<file path="src/rtl/rr_mult_pp_pipe_pkg.sv">
// Shared digit helpers for the pipelined radix-R partial-product generator.
package rR_pkg;
    localparam int STAGES = 2;
    localparam int MAX_DW = 16;

    // Radix-independent digit container; blocks truncate to their own D.
    typedef logic signed [MAX_DW-1:0] digit_t;

    typedef struct packed {
        digit_t ub;
        digit_t lb;
    } split_t;

    function automatic int digit_w(input int radix);
        return $clog2(radix) + 1;
    endfunction

    function automatic int digit_min_legal(input int radix);
        return -(radix - 1);
    endfunction

    // Signed division truncates toward zero, so lb keeps the sign of p.
    function automatic split_t digit_split(input int p, input int radix);
        split_t s;
        s.ub = digit_t'(p / radix);
        s.lb = digit_t'(p - (p / radix) * radix);
        return s;
    endfunction
endpackage

</file>
<file path="src/rtl/rr_mult_pp_pipe_if.sv">
// Valid/ready bundle between the operand selector, the pp pipe and the residual adder.
interface rr_mult_pp_pipe_if
    import rR_pkg::*;
#(
    parameter int J     = 0,
    parameter int RADIX = 4
);
    localparam int D = digit_w(RADIX);

    logic                   in_valid;
    logic                   in_ready;
    logic [D*(J+3)-1:0]     in_a;
    logic [D-1:0]           in_b;
    logic                   in_neg;
    logic                   out_valid;
    logic                   out_ready;
    logic [D*(J+4)-1:0]     out_pp;
    logic                   out_err;

    modport master (
        output in_valid, in_a, in_b, in_neg, out_ready,
        input  in_ready, out_valid, out_pp, out_err
    );

    modport slave (
        input  in_valid, in_a, in_b, in_neg, out_ready,
        output in_ready, out_valid, out_pp, out_err
    );
endinterface

</file>
<file path="src/rtl/rr_mult_pp_pipe_add.sv">
// Carry-free radix-R signed-digit adder; each output digit depends only on two digit positions.
module rRp_add
    import rR_pkg::*;
#(
    parameter int WIDTH = 4,
    parameter int RADIX = 4,
    parameter int D     = digit_w(RADIX)
) (
    input  logic [WIDTH-1:0][D-1:0] x_i,
    input  logic [WIDTH-1:0][D-1:0] y_i,
    output logic [WIDTH-1:0][D-1:0] z_o
);
    int w, t_in, t_out;

    // Transfer +-1 once |w| reaches R-1, leaving an interim digit of magnitude <= R-2
    // so adding the incoming transfer stays inside the legal set.
    always_comb begin
        z_o   = '0;
        w     = 0;
        t_in  = 0;
        t_out = 0;
        for (int k = 0; k < WIDTH; k++) begin
            w = int'(signed'(x_i[k])) + int'(signed'(y_i[k]));
            if (w >= RADIX - 1)       t_out = 1;
            else if (w <= -(RADIX - 1)) t_out = -1;
            else                      t_out = 0;
            z_o[k] = D'(w - t_out * RADIX + t_in);
            t_in   = t_out;
        end
    end
endmodule

</file>
<file path="src/rtl/rr_mult_pp_pipe_split.sv">
// One digit times one digit, split into an upper and lower radix-R digit.
module rR_digit_mul_split
    import rR_pkg::*;
#(
    parameter int RADIX = 4,
    parameter int D     = digit_w(RADIX)
) (
    input  logic signed [D-1:0] a_i,
    input  logic signed [D-1:0] b_i,
    output logic signed [D-1:0] ub_o,
    output logic signed [D-1:0] lb_o,
    output logic                err_o
);
    logic signed [D-1:0] a_eff;
    split_t              sp;

    always_comb begin
        err_o = int'(a_i) < digit_min_legal(RADIX);
        a_eff = err_o ? '0 : a_i;
        sp    = digit_split(int'(a_eff) * int'(b_i), RADIX);
        ub_o  = D'(sp.ub);
        lb_o  = D'(sp.lb);
    end
endmodule

</file>
<file path="src/rtl/rr_mult_pp_pipe.sv">
// Two-stage valid/ready pipeline computing pp = (neg ? -b : b) * A in radix-R signed digits.
module rr_mult_pp_pipe
    import rR_pkg::*;
#(
    parameter int J     = 0,
    parameter int RADIX = 4
) (
    input logic               clk,
    input logic               rst_n,
    rr_mult_pp_pipe_if.slave  bus
);
    localparam int D  = digit_w(RADIX);
    localparam int NA = J + 3;
    localparam int NP = J + 4;

    logic                    adv1, adv2, fire_in;
    logic                    b_err;
    logic signed [D-1:0]     b0, b_eff;
    logic [NA-1:0][D-1:0]    ub_w, lb_w;
    logic [NA-1:0]           aerr_w;
    logic [NP-1:0][D-1:0]    even_d, odd_d, sum_w;
    logic                    err1_d;

    logic [STAGES:1]         vld_pipe_q;
    logic [NP-1:0][D-1:0]    even_q, odd_q, pp_q;
    logic                    err1_q, err_q;

    // No skid buffer: in_ready ripples combinationally from out_ready.
    assign adv2    = !vld_pipe_q[2] || bus.out_ready;
    assign adv1    = !vld_pipe_q[1] || adv2;
    assign fire_in = bus.in_valid && adv1;

    assign b_err = int'(signed'(bus.in_b)) < digit_min_legal(RADIX);
    assign b0    = b_err ? '0 : signed'(bus.in_b);
    assign b_eff = bus.in_neg ? -b0 : b0;

    for (genvar i = 0; i < NA; i++) begin : g_lane
        rR_digit_mul_split #(.RADIX(RADIX), .D(D)) u_split (
            .a_i   (bus.in_a[D*i +: D]),
            .b_i   (b_eff),
            .ub_o  (ub_w[i]),
            .lb_o  (lb_w[i]),
            .err_o (aerr_w[i])
        );
    end

    // Even and odd lanes land in separate vectors so no digit is written twice.
    always_comb begin
        even_d = '0;
        odd_d  = '0;
        for (int i = 0; i < NA; i++) begin
            if (i % 2 == 0) begin
                even_d[i]   = lb_w[i];
                even_d[i+1] = ub_w[i];
            end else begin
                odd_d[i]    = lb_w[i];
                odd_d[i+1]  = ub_w[i];
            end
        end
        err1_d = b_err || (|aerr_w);
    end

    rRp_add #(.WIDTH(NP), .RADIX(RADIX), .D(D)) u_add (
        .x_i (even_q),
        .y_i (odd_q),
        .z_o (sum_w)
    );

    always_ff @(posedge clk or negedge rst_n) begin
        if (!rst_n) begin
            vld_pipe_q <= '0;
            even_q     <= '0;
            odd_q      <= '0;
            err1_q     <= 1'b0;
            pp_q       <= '0;
            err_q      <= 1'b0;
        end else begin
            if (adv1) vld_pipe_q[1] <= bus.in_valid;
            if (fire_in) begin
                even_q <= even_d;
                odd_q  <= odd_d;
                err1_q <= err1_d;
            end
            if (adv2) begin
                vld_pipe_q[2] <= vld_pipe_q[1];
                if (vld_pipe_q[1]) begin
                    pp_q  <= sum_w;
                    err_q <= err1_q;
                end
            end
        end
    end

    assign bus.in_ready  = adv1;
    assign bus.out_valid = vld_pipe_q[2];
    assign bus.out_pp    = pp_q;
    assign bus.out_err   = err_q;
endmodule

</file>
<file path="src/flat_wrapper.sv">
// flat-port wrapper written by rule: the top's interface ports become plain ports
module rr_mult_pp_pipe_flat import rR_pkg::*;
#(
    parameter int J     = 0,
    parameter int RADIX = 4
)
  (clk, rst_n, bus_in_valid, bus_in_a, bus_in_b, bus_in_neg, bus_out_ready, bus_in_ready, bus_out_valid, bus_out_pp, bus_out_err);
  rr_mult_pp_pipe_if #(.J(J), .RADIX(RADIX)) bus_i ();
  input logic clk;
  input logic rst_n;
  input wire logic [$bits(bus_i.in_valid)-1:0] bus_in_valid;
  input wire logic [$bits(bus_i.in_a)-1:0] bus_in_a;
  input wire logic [$bits(bus_i.in_b)-1:0] bus_in_b;
  input wire logic [$bits(bus_i.in_neg)-1:0] bus_in_neg;
  input wire logic [$bits(bus_i.out_ready)-1:0] bus_out_ready;
  output wire logic [$bits(bus_i.in_ready)-1:0] bus_in_ready;
  output wire logic [$bits(bus_i.out_valid)-1:0] bus_out_valid;
  output wire logic [$bits(bus_i.out_pp)-1:0] bus_out_pp;
  output wire logic [$bits(bus_i.out_err)-1:0] bus_out_err;
  assign bus_i.in_valid = bus_in_valid;
  assign bus_i.in_a = bus_in_a;
  assign bus_i.in_b = bus_in_b;
  assign bus_i.in_neg = bus_in_neg;
  assign bus_i.out_ready = bus_out_ready;
  assign bus_in_ready = bus_i.in_ready;
  assign bus_out_valid = bus_i.out_valid;
  assign bus_out_pp = bus_i.out_pp;
  assign bus_out_err = bus_i.out_err;
  rr_mult_pp_pipe #(.J(J), .RADIX(RADIX)) u_core (.clk(clk), .rst_n(rst_n), .bus(bus_i));
endmodule
</file>
<file path="config.mk">
export PLATFORM = sky130hd
export DESIGN_NAME = rr_mult_pp_pipe_flat
export DESIGN_NICKNAME = d
export VERILOG_FILES = /design/src/rtl/rr_mult_pp_pipe_pkg.sv /design/src/rtl/rr_mult_pp_pipe_if.sv /design/src/rtl/rr_mult_pp_pipe_add.sv /design/src/rtl/rr_mult_pp_pipe_split.sv /design/src/rtl/rr_mult_pp_pipe.sv /design/src/flat_wrapper.sv
export SDC_FILE = /design/constraint.sdc
export NUM_CORES = 1
export LEC_CHECK = 0
export ABC_CLOCK_PERIOD_IN_PS = 4700
export BUFFER_PORTS_ARGS = -buffer_cell sky130_fd_sc_hd__buf_2
export CORE_MARGIN = 2
export CORE_UTILIZATION = 40
export CTS_CLUSTER_DIAMETER = 60
export DETAILED_ROUTE_END_ITERATION = 8
export GPL_ROUTABILITY_DRIVEN = 0
export RECOVER_POWER = 25
export SLEW_MARGIN = 15
export SYNTH_ARGS = -nofsm -noshare
export SYNTH_HDL_FRONTEND = slang
export SYNTH_SLANG_ARGS = --single-unit
</file>
<file path="constraint.sdc">
create_clock -name clk -period 4.7 [get_ports clk]
set_input_delay 0.235 -clock clk [delete_from_list [all_inputs] [get_ports clk]]
set_output_delay 0.235 -clock clk [all_outputs]
set_load 0.005 [all_outputs]
</file>
After elaboration in Yosys (flattened, before gate mapping)
Index checks and enable logic that the tools add are counted.
W data, S select, Z words.
- register bits after elaboration: 34
- latch bits: 0
- RAM bits: 0
- bits in read-only memories: 0
- output and inout bits: 15
- memories: 0
- add/subtract/negate cells: 16
- multipliers: 3
- div/mod/pow operators: 0
- $lt $le $gt $ge: 12
- equality and inequality tests: 0
- shift operators: 0
- mux-type cells: 13
- bitwise gates (word level): 3
- reductions and logical operators: 11
- operators by type and width (kind ; count):
    $mux W3 ; 11
    $sub A3 B3 Y3 ; 7
    $mul A3 B3 Y6 ; 3
    $lt A3 B3 Y1 const B ; 4
    $add A3 B1 Y3 ; 3
    $add A3 B3 Y3 ; 3
    $add A3 B3 Y4 ; 2
    $ge A4 B3 Y1 const B ; 2
    $le A4 B3 Y1 const B ; 2
    $ge A3 B3 Y1 const B ; 2
    $le A3 B3 Y1 const B ; 2
    $reduce_or A2 Y1 ; 3
    $and A1 B1 Y1 ; 3
    $logic_or A1 B1 Y1 ; 3
    $neg A3 Y3 ; 1
    $reduce_or A3 Y1 ; 1
    $logic_not A1 Y1 ; 2
    $mux W1 ; 2
    $reduce_and A2 Y1 ; 1
    $logic_and A1 B1 Y1 ; 1

Logic depth before layout (Yosys ltp)
Gate-level depths: netlist of run 1.
- depth after elaboration: 9
- depth in mapped cells: 19
- mapped depth without buffers: 19

Modules after synthesis
Synthesis of run 1 repeated with hierarchy kept, for this count alone.
- cell total of the unflattened synthesis: 269
- area total of the unflattened synthesis: 3126.7 µm²
- modules (own cells, without submodules) (module ; times used ; cells an instance ; area an instance (µm²) ; sequential area each (µm²)):
    rr_mult_pp_pipe ; 1 ; 87 ; 1417.6 ; 850.8
    rR_digit_mul_split ; 3 ; 37 ; 329.1 ; 0.0
    rRp_add ; 1 ; 71 ; 721.9 ; 0.0

Least setup slack after synthesis of run 1
OpenSTA, ideal clock, no wires.
- path kind: input port to flip-flop
- from: input bus_in_b[1]
- to: register u_core.odd_q[7] (netlist name)
- setup time: 128 ps
- arrival time: 3755 ps
- data required time: 4572 ps
- path slack: 818 ps
- stages on the path: 16
- buffers on the path: 0
- cell sequence: o21a_1 -> ha_1 -> nand2b_1 -> o21ai_1 -> nand2_1 -> fa_1 -> inv_1 -> ha_1 -> ha_1 -> fa_1 -> xnor2_1 -> xnor2_1 -> nor2_1 -> ha_1 -> ha_1 -> mux2_1
- RTL lines (item ; RTL line ; source):
    start, declared ; flat_wrapper.sv:13 ; input wire logic [$bits(bus_i.in_b)-1:0] bus_in_b;
    end signal, assigned ; rr_mult_pp_pipe.sv:73 ; odd_q <= '0;
    end signal, assigned ; rr_mult_pp_pipe.sv:81 ; odd_q <= odd_d;
    end, declared ; rr_mult_pp_pipe.sv:25 ; logic [NP-1:0][D-1:0] even_q, odd_q, pp_q;

==> qor.yml, run 1 <==
synthesis:
  syn_nets: 374
  synth_area_leader_cell: "dfrtp_1"
  yosys-top-cells-area: "dfrtp_1 29%, ha_1 19%, fa_1 9.5%"
  ys_types: 38
  synth_top_area_share_pct: 28.94
  syn-mean-instance-area_um2: 9.834
  synth_edf_count: 0
  synth_seq_area_share_pct: 28.94
  synth_area_um2: 2940
  ys_warn_count: 0
  synthArstFlopShare_pct: 100.0
  synth_cells: 299
  ys.flop_type: "dfrtp_1"
  synth_seq_cells: 34
drt:
  m1WireLength_mm: 2.472
  wl_met3_um: 127
  wl_mm: 4.821
  num_vias: 2055
  drcViolationCount: 0
  drt-wirelength-per-cell_um: 11.13
  met2_wirelength_mm: 2.132
  highest_layer: "met4"
  detail-route-antenna-nets: 0
  drt_iter0_drc: 56
  firstDrtPassIters: 4
  viasPerCell: 4.746
timing:
  tns_ps: 0
  tightestPinTransition_ps: 1783
  rsz0062_at_grt: "no"
  hold_viol_final: 0
  setup_violations: 0
  post-route-period-util_pct: 85.47
  fin_crit_ps: 4017
  slew_headroom_pct: -18.88
  clock.fmax_mhz: 248.9
  skew_ps: 5.726
  report.final.slew_viol_count: 35
clocking:
  cts_resized: 0
  cts.path.max_buffers: 2
  cts-root-buf: "clkbuf_8"
  cts_inserted_buffers: 5
  insertion_delay_ps: 280
  h-tree-depth: 2
  postCtsSetupRepairBufs: 0
  cts_tree: "built"
  path_clk_slew_ps: 70
  clock_sinks: 34
  holdBufCountCts: 0
hold_path:
  hold_end: "u_core.vld_pipe_q[1]"
  min-delay-path-class: "input port to flop"
  hold_path_depth: 2
  hold_path.startpoint: "bus_in_valid"
global_route:
  antenna_found_initial: 0
  grt_max_degree: 35
  grt_pass1_vias: 2109
  grt_overflow: 0
  grt_pass1_wl_mm: 9.128
  track_usage_pct: 13.42
final_layout:
  final_nets: 408
  drive_above_1_share_pct: 15.27
  layout_commonest_cell: "ha_1"
  multi_input_area_um2: 1949
  fin_cells: 433
  final-seq-area_um2: 850.8
  area_delta_synth_final_pct: 12.00
  n_fill_cell: 711
  final_cell_mix: "44 x ha_1, 34 x dfrtp_1, 33 x inv_1, 33 x nand2_1, 30 x buf_2"
  diodes: 0
flow_run:
  max_cap_violations: 1
worst_setup_path:
  timing.rr.start: "u_core.even_q[5]"
  crit_chain: "buf_2 -> o21a_1 -> ha_1 -> nand2b_1 -> o21ai_1 -> nand2_1 -> fa_1 -> inv_1 -> ha_1 -> ha_1 -> fa_1 -> xnor2_1 -> xnor2_1 -> nor2_1 -> ha_1 -> ha_1 -> mux2_1"
  crit_slowest_cell: "fa_1"
  arrival_ps: 4180
  regToRegEndpoint: "u_core.bus.out_pp[8]"
  worstPathRequired_ps: 4870
  crit_top_cell: "ha_1"
  critical_path.max_fanout: 6
  end_kind: "flop"
  ff2ff_path_depth: 12
  worst-setup-path-type: "input port to flop"
  cp-start-kind: "input port"
  cp_slowest_stage_delay_ps: 520
  r2r_setup_slack_ps: 1780
pwr:
  ir_worst_vdd_mv: 0.1570
  power_uw: 1497
  p_leak_uw: 0.001676
  p_per_area_nw_per_um2: 454.7
floorplanning:
  core_um2: 7176
  ios: 32
  initial_core_util_pct: 40.98
  die_area_um2: 8052
  die_h_um: 89.74
  dieWidth_um: 89.74
  rows: 31
placement:
  detailed_place_hpwl_mm: 3.948
  port_buffers: 31
  dp.cells: 425
outcome:
  outcome: "complete, but fails checks"
  violations: "capacitance limit, slew limit"
## cell usage after synthesis (2+ instances only)
cell and count:
mux2_1 10, nand3_1 5, inv_1 33, nand3b_1 2, o31ai_1 3, clkbuf_1 3, fa_1 14, mux2_2 11
and2_1 3, o21ai_1 2, o21a_1 5, nor2b_1 2, xor2_1 2, nand2_1 33, nor2_1 20, a21oi_1 9
or3_1 2, a21o_1 2, ha_1 44, o21ai_0 8, dfrtp_1 34, nand2b_1 19, xnor2_1 18
## critical path, delay by kind of cell
kind	cells	cell delay, ps
mux	1	270
xor+xnor	2	360
fa+ha+maj	7	2200
buf+inv	2	150
simple gates	3	380
compound gates	2	570
## worst max path at each step
stage	start	to	depth (start not counted)
3_5_place_dp	bus_in_b[1]	u_core.even_q[4]	17
6_report	bus_in_b[1]	u_core.even_q[4]	17
2_1_floorplan	bus_in_b[1]	u_core.odd_q[7]	16
4_1_cts	bus_in_b[1]	u_core.even_q[4]	17
3_3_place_gp	bus_in_b[1]	u_core.even_q[4]	17
5_1_grt	bus_in_b[1]	u_core.even_q[4]	17
## flip-flops by register name, indices dropped and copies added (netlist names)
name,count
u_core.bus.out_err,1
u_core.bus.out_pp,12
u_core.even_q,12
u_core.odd_q,6
u_core.vld_pipe_q,2
u_core.err1_q,1
## cells by family (layout without fill, tap and decap cells)
logic type               count (synthesis)  count (layout)  share of synthesized area (%)
AO/OA/AOI/OAI                           34              34                          7.490
XOR/XNOR                                21              21                          6.723
adder cells (fa/ha/maj)                 58              58                          28.26
buffers and inverters                   37              72                          4.766
flip-flops                              34              34                          28.94
multiplexers                            22              22                          8.383
AND/OR/NAND/NOR                         93              93                          15.45
## area by class of cell
class / count / area share, %
repair buffers: 31 / 4.673
flip-flops and latches: 34 / 25.84
well taps: 99 / 3.761
multi-input cells: 228 / 59.19
clock buffers: 7 / 2.622
clock inverters: 1 / 0.1520
inverters: 33 / 3.761
## power by group
group / switching [uW] / total [uW] / internal (uW)
registers: 57.9 / 443 / 386
clock network: 105 / 223 / 118
logic: 402 / 831 / 429
## through the flow
stage / instance area [um^2] / setup slack (ps) / utilization, % / hold slack, ps
after detailed placement: 3203 / 355.0 / 44.64 / 350.0
after CTS: 3294 / 637.4 / 45.91 / 40.49
after global routing: 3293 / 399.5 / 45.89 / 169.1
after floorplan: 2940 / 817.8 / - / -60.59
final: 3293 / 682.9 / 45.89 / 149.7
after global placement: 3203 / 481.9 / 44.64 / 346.0
## per-layer routing
metal  global-route usage (%)  vias to the layer above
li1                         -                     1064
met1                    18.32                      947
met5                        0                        -
met2                    21.28                       37
met3                    2.012                        7
met4                    5.897                        0
Power figures use the tool's default switching activity.
==> run 2, diff against run 1 <==
--- a/config.mk
+++ b/config.mk
@@ -8,10 +8,11 @@
 export ABC_CLOCK_PERIOD_IN_PS = 4700
 export BUFFER_PORTS_ARGS = -buffer_cell sky130_fd_sc_hd__buf_2
 export CORE_MARGIN = 2
-export CORE_UTILIZATION = 40
+export CORE_UTILIZATION = 64
 export CTS_CLUSTER_DIAMETER = 60
 export DETAILED_ROUTE_END_ITERATION = 8
 export GPL_ROUTABILITY_DRIVEN = 0
+export PLACE_DENSITY = 0.86
 export RECOVER_POWER = 25
 export SLEW_MARGIN = 15
 export SYNTH_ARGS = -nofsm -noshare
==> qor.yml, run 2 (same netlist as run 1, synthesis figures left out) <==
floorplanning:
  initial_core_util_pct: 67.07
  rows: 24
  core_um2: 4384
  dieWidth_um: 71.78
  ios: 32
  die_h_um: 71.78
  die_area_um2: 5152
placement:
  port_buffers: 31
  place_area_um2: 3144
  dp_slack_ps: 423.0
  detailed_place_hpwl_mm: 4.008
worst_setup_path:
  arrival_ps: 4220
  worstPathRequired_ps: 4890
  worst-setup-path-type: "input port to flop"
  crit_slowest_cell: "fa_1"
  crit_top_cell: "ha_1"
  cp-start-kind: "input port"
  end_kind: "flop"
  crit_chain: "buf_2 -> o21a_1 -> ha_1 -> nand2b_1 -> o21ai_1 -> nand2_1 -> fa_1 -> inv_1 -> ha_1 -> ha_1 -> fa_1 -> xnor2_1 -> xnor2_1 -> nor2_1 -> ha_1 -> ha_1 -> xor2_1 -> nor2_1 -> a21oi_1"
  cp_slowest_stage_delay_ps: 520
  critical_path.max_fanout: 6
final_layout:
  multi_input_area_um2: 1949
  final-seq-area_um2: 850.8
  diodes: 0
  fin_area_um2: 3234
  area_delta_synth_final_pct: 10.00
  final_cell_mix: "44 x ha_1, 34 x dfrtp_1, 33 x inv_1, 33 x nand2_1, 30 x buf_2"
  drive_above_1_share_pct: 15.27
  final_nets: 408
  n_fill_cell: 325
  layout_commonest_cell: "ha_1"
drt:
  viasPerCell: 5.407
  detail-route-antenna-nets: 0
  num_vias: 2087
  drt-wirelength-per-cell_um: 13.19
  firstDrtPassIters: 4
  wl_mm: 5.090
  drcViolationCount: 0
  drt_iter0_drc: 84
hold_path:
  min-delay-path-class: "input port to flop"
global_route:
  antenna_found_initial: 0
  track_usage_pct: 22.67
  grt_max_degree: 35
  grt_pass1_vias: 2176
  grt_pass1_wl_mm: 9.052
  grt_overflow: 0
timing:
  clock.fmax_mhz: 248.1
  hold_viol_final: 0
  worst_slack_ps: 669.3
  whs_ps: 149.0
  post-route-period-util_pct: 85.76
  setup_violations: 0
  fin_crit_ps: 4031
  tns_ps: 0
  tightestPinTransition_ps: 1741
  report.final.slew_viol_count: 35
  rsz0062_at_grt: "no"
  skew_ps: 3.775
  slew_headroom_pct: -16.06
clocking:
  holdBufCountCts: 0
  h-tree-depth: 2
  clock_sinks: 34
  cts.path.max_buffers: 2
  insertion_delay_ps: 290
  cts_tree: "built"
  path_clk_slew_ps: 70
  postCtsSetupRepairBufs: 0
  cts_resized: 0
  cts-root-buf: "clkbuf_8"
  cts_inserted_buffers: 5
pwr:
  ir_worst_vdd_mv: 0.1762
  p_leak_uw: 0.001676
  p_per_area_nw_per_um2: 466.7
outcome:
  outcome: "complete, but fails checks"
  violations: "capacitance limit, slew limit"
flow_run:
  max_cap_violations: 1
run 2: path summary, 6_finish.rpt:
check | startpoint | endpoint | slack, ps | depth (start not counted)
min in group asynchronous | rst_n | u_core.vld_pipe_q[1] | 400 | 1
max | bus_in_b[1] | u_core.even_q[11] | 670 | 19
min reg2reg | u_core.bus.out_pp[2] | u_core.bus.out_pp[2] | 470 | 2
max in group asynchronous | rst_n | u_core.even_q[4] | 3300 | 1
min | bus_in_valid | u_core.vld_pipe_q[1] | 150 | 2
max reg2reg | u_core.odd_q[3] | u_core.bus.out_pp[8] | 1770 | 12
run 2: metrics by stage:
step                total power [uW]  cells  util [%]
floorplan                       1079    299         -
global placement                1231    378     71.72
detailed placement              1284    378     71.72
CTS                             1525    386     73.80
global route                    1659    386     73.77
finish                          1510    386     73.77
run 2: per-layer routing:
layer	vias up	track usage (%)	wire, um
met5	-	0	0
met4	0	10.90	136
met3	13	3.657	155
met2	40	40.43	2546
met1	973	26.41	2252
li1	1061	-	-
run 2: final cells by class:
class	count	area share [%]
clock buffer	7	2.669
sequential	34	26.31
multi-input combinational	228	60.27
tap	52	2.012
clock inverter	1	0.1547
timing repair buffer	31	4.758
inverter	33	3.830
run 2: power breakdown:
group	total, uW	switching, uW	internal, uW
Combinational	839	409	430
Clock	222	104	118
Sequential	449	63.4	386
run 2: critical path: cells and delay by family:
family	cells	cell delay (ps)
adder cells (fa/ha/maj)	7	2120
AO/OA/AOI/OAI	3	760
AND/OR/NAND/NOR	4	440
buffers and inverters	2	150
XOR/XNOR	3	510
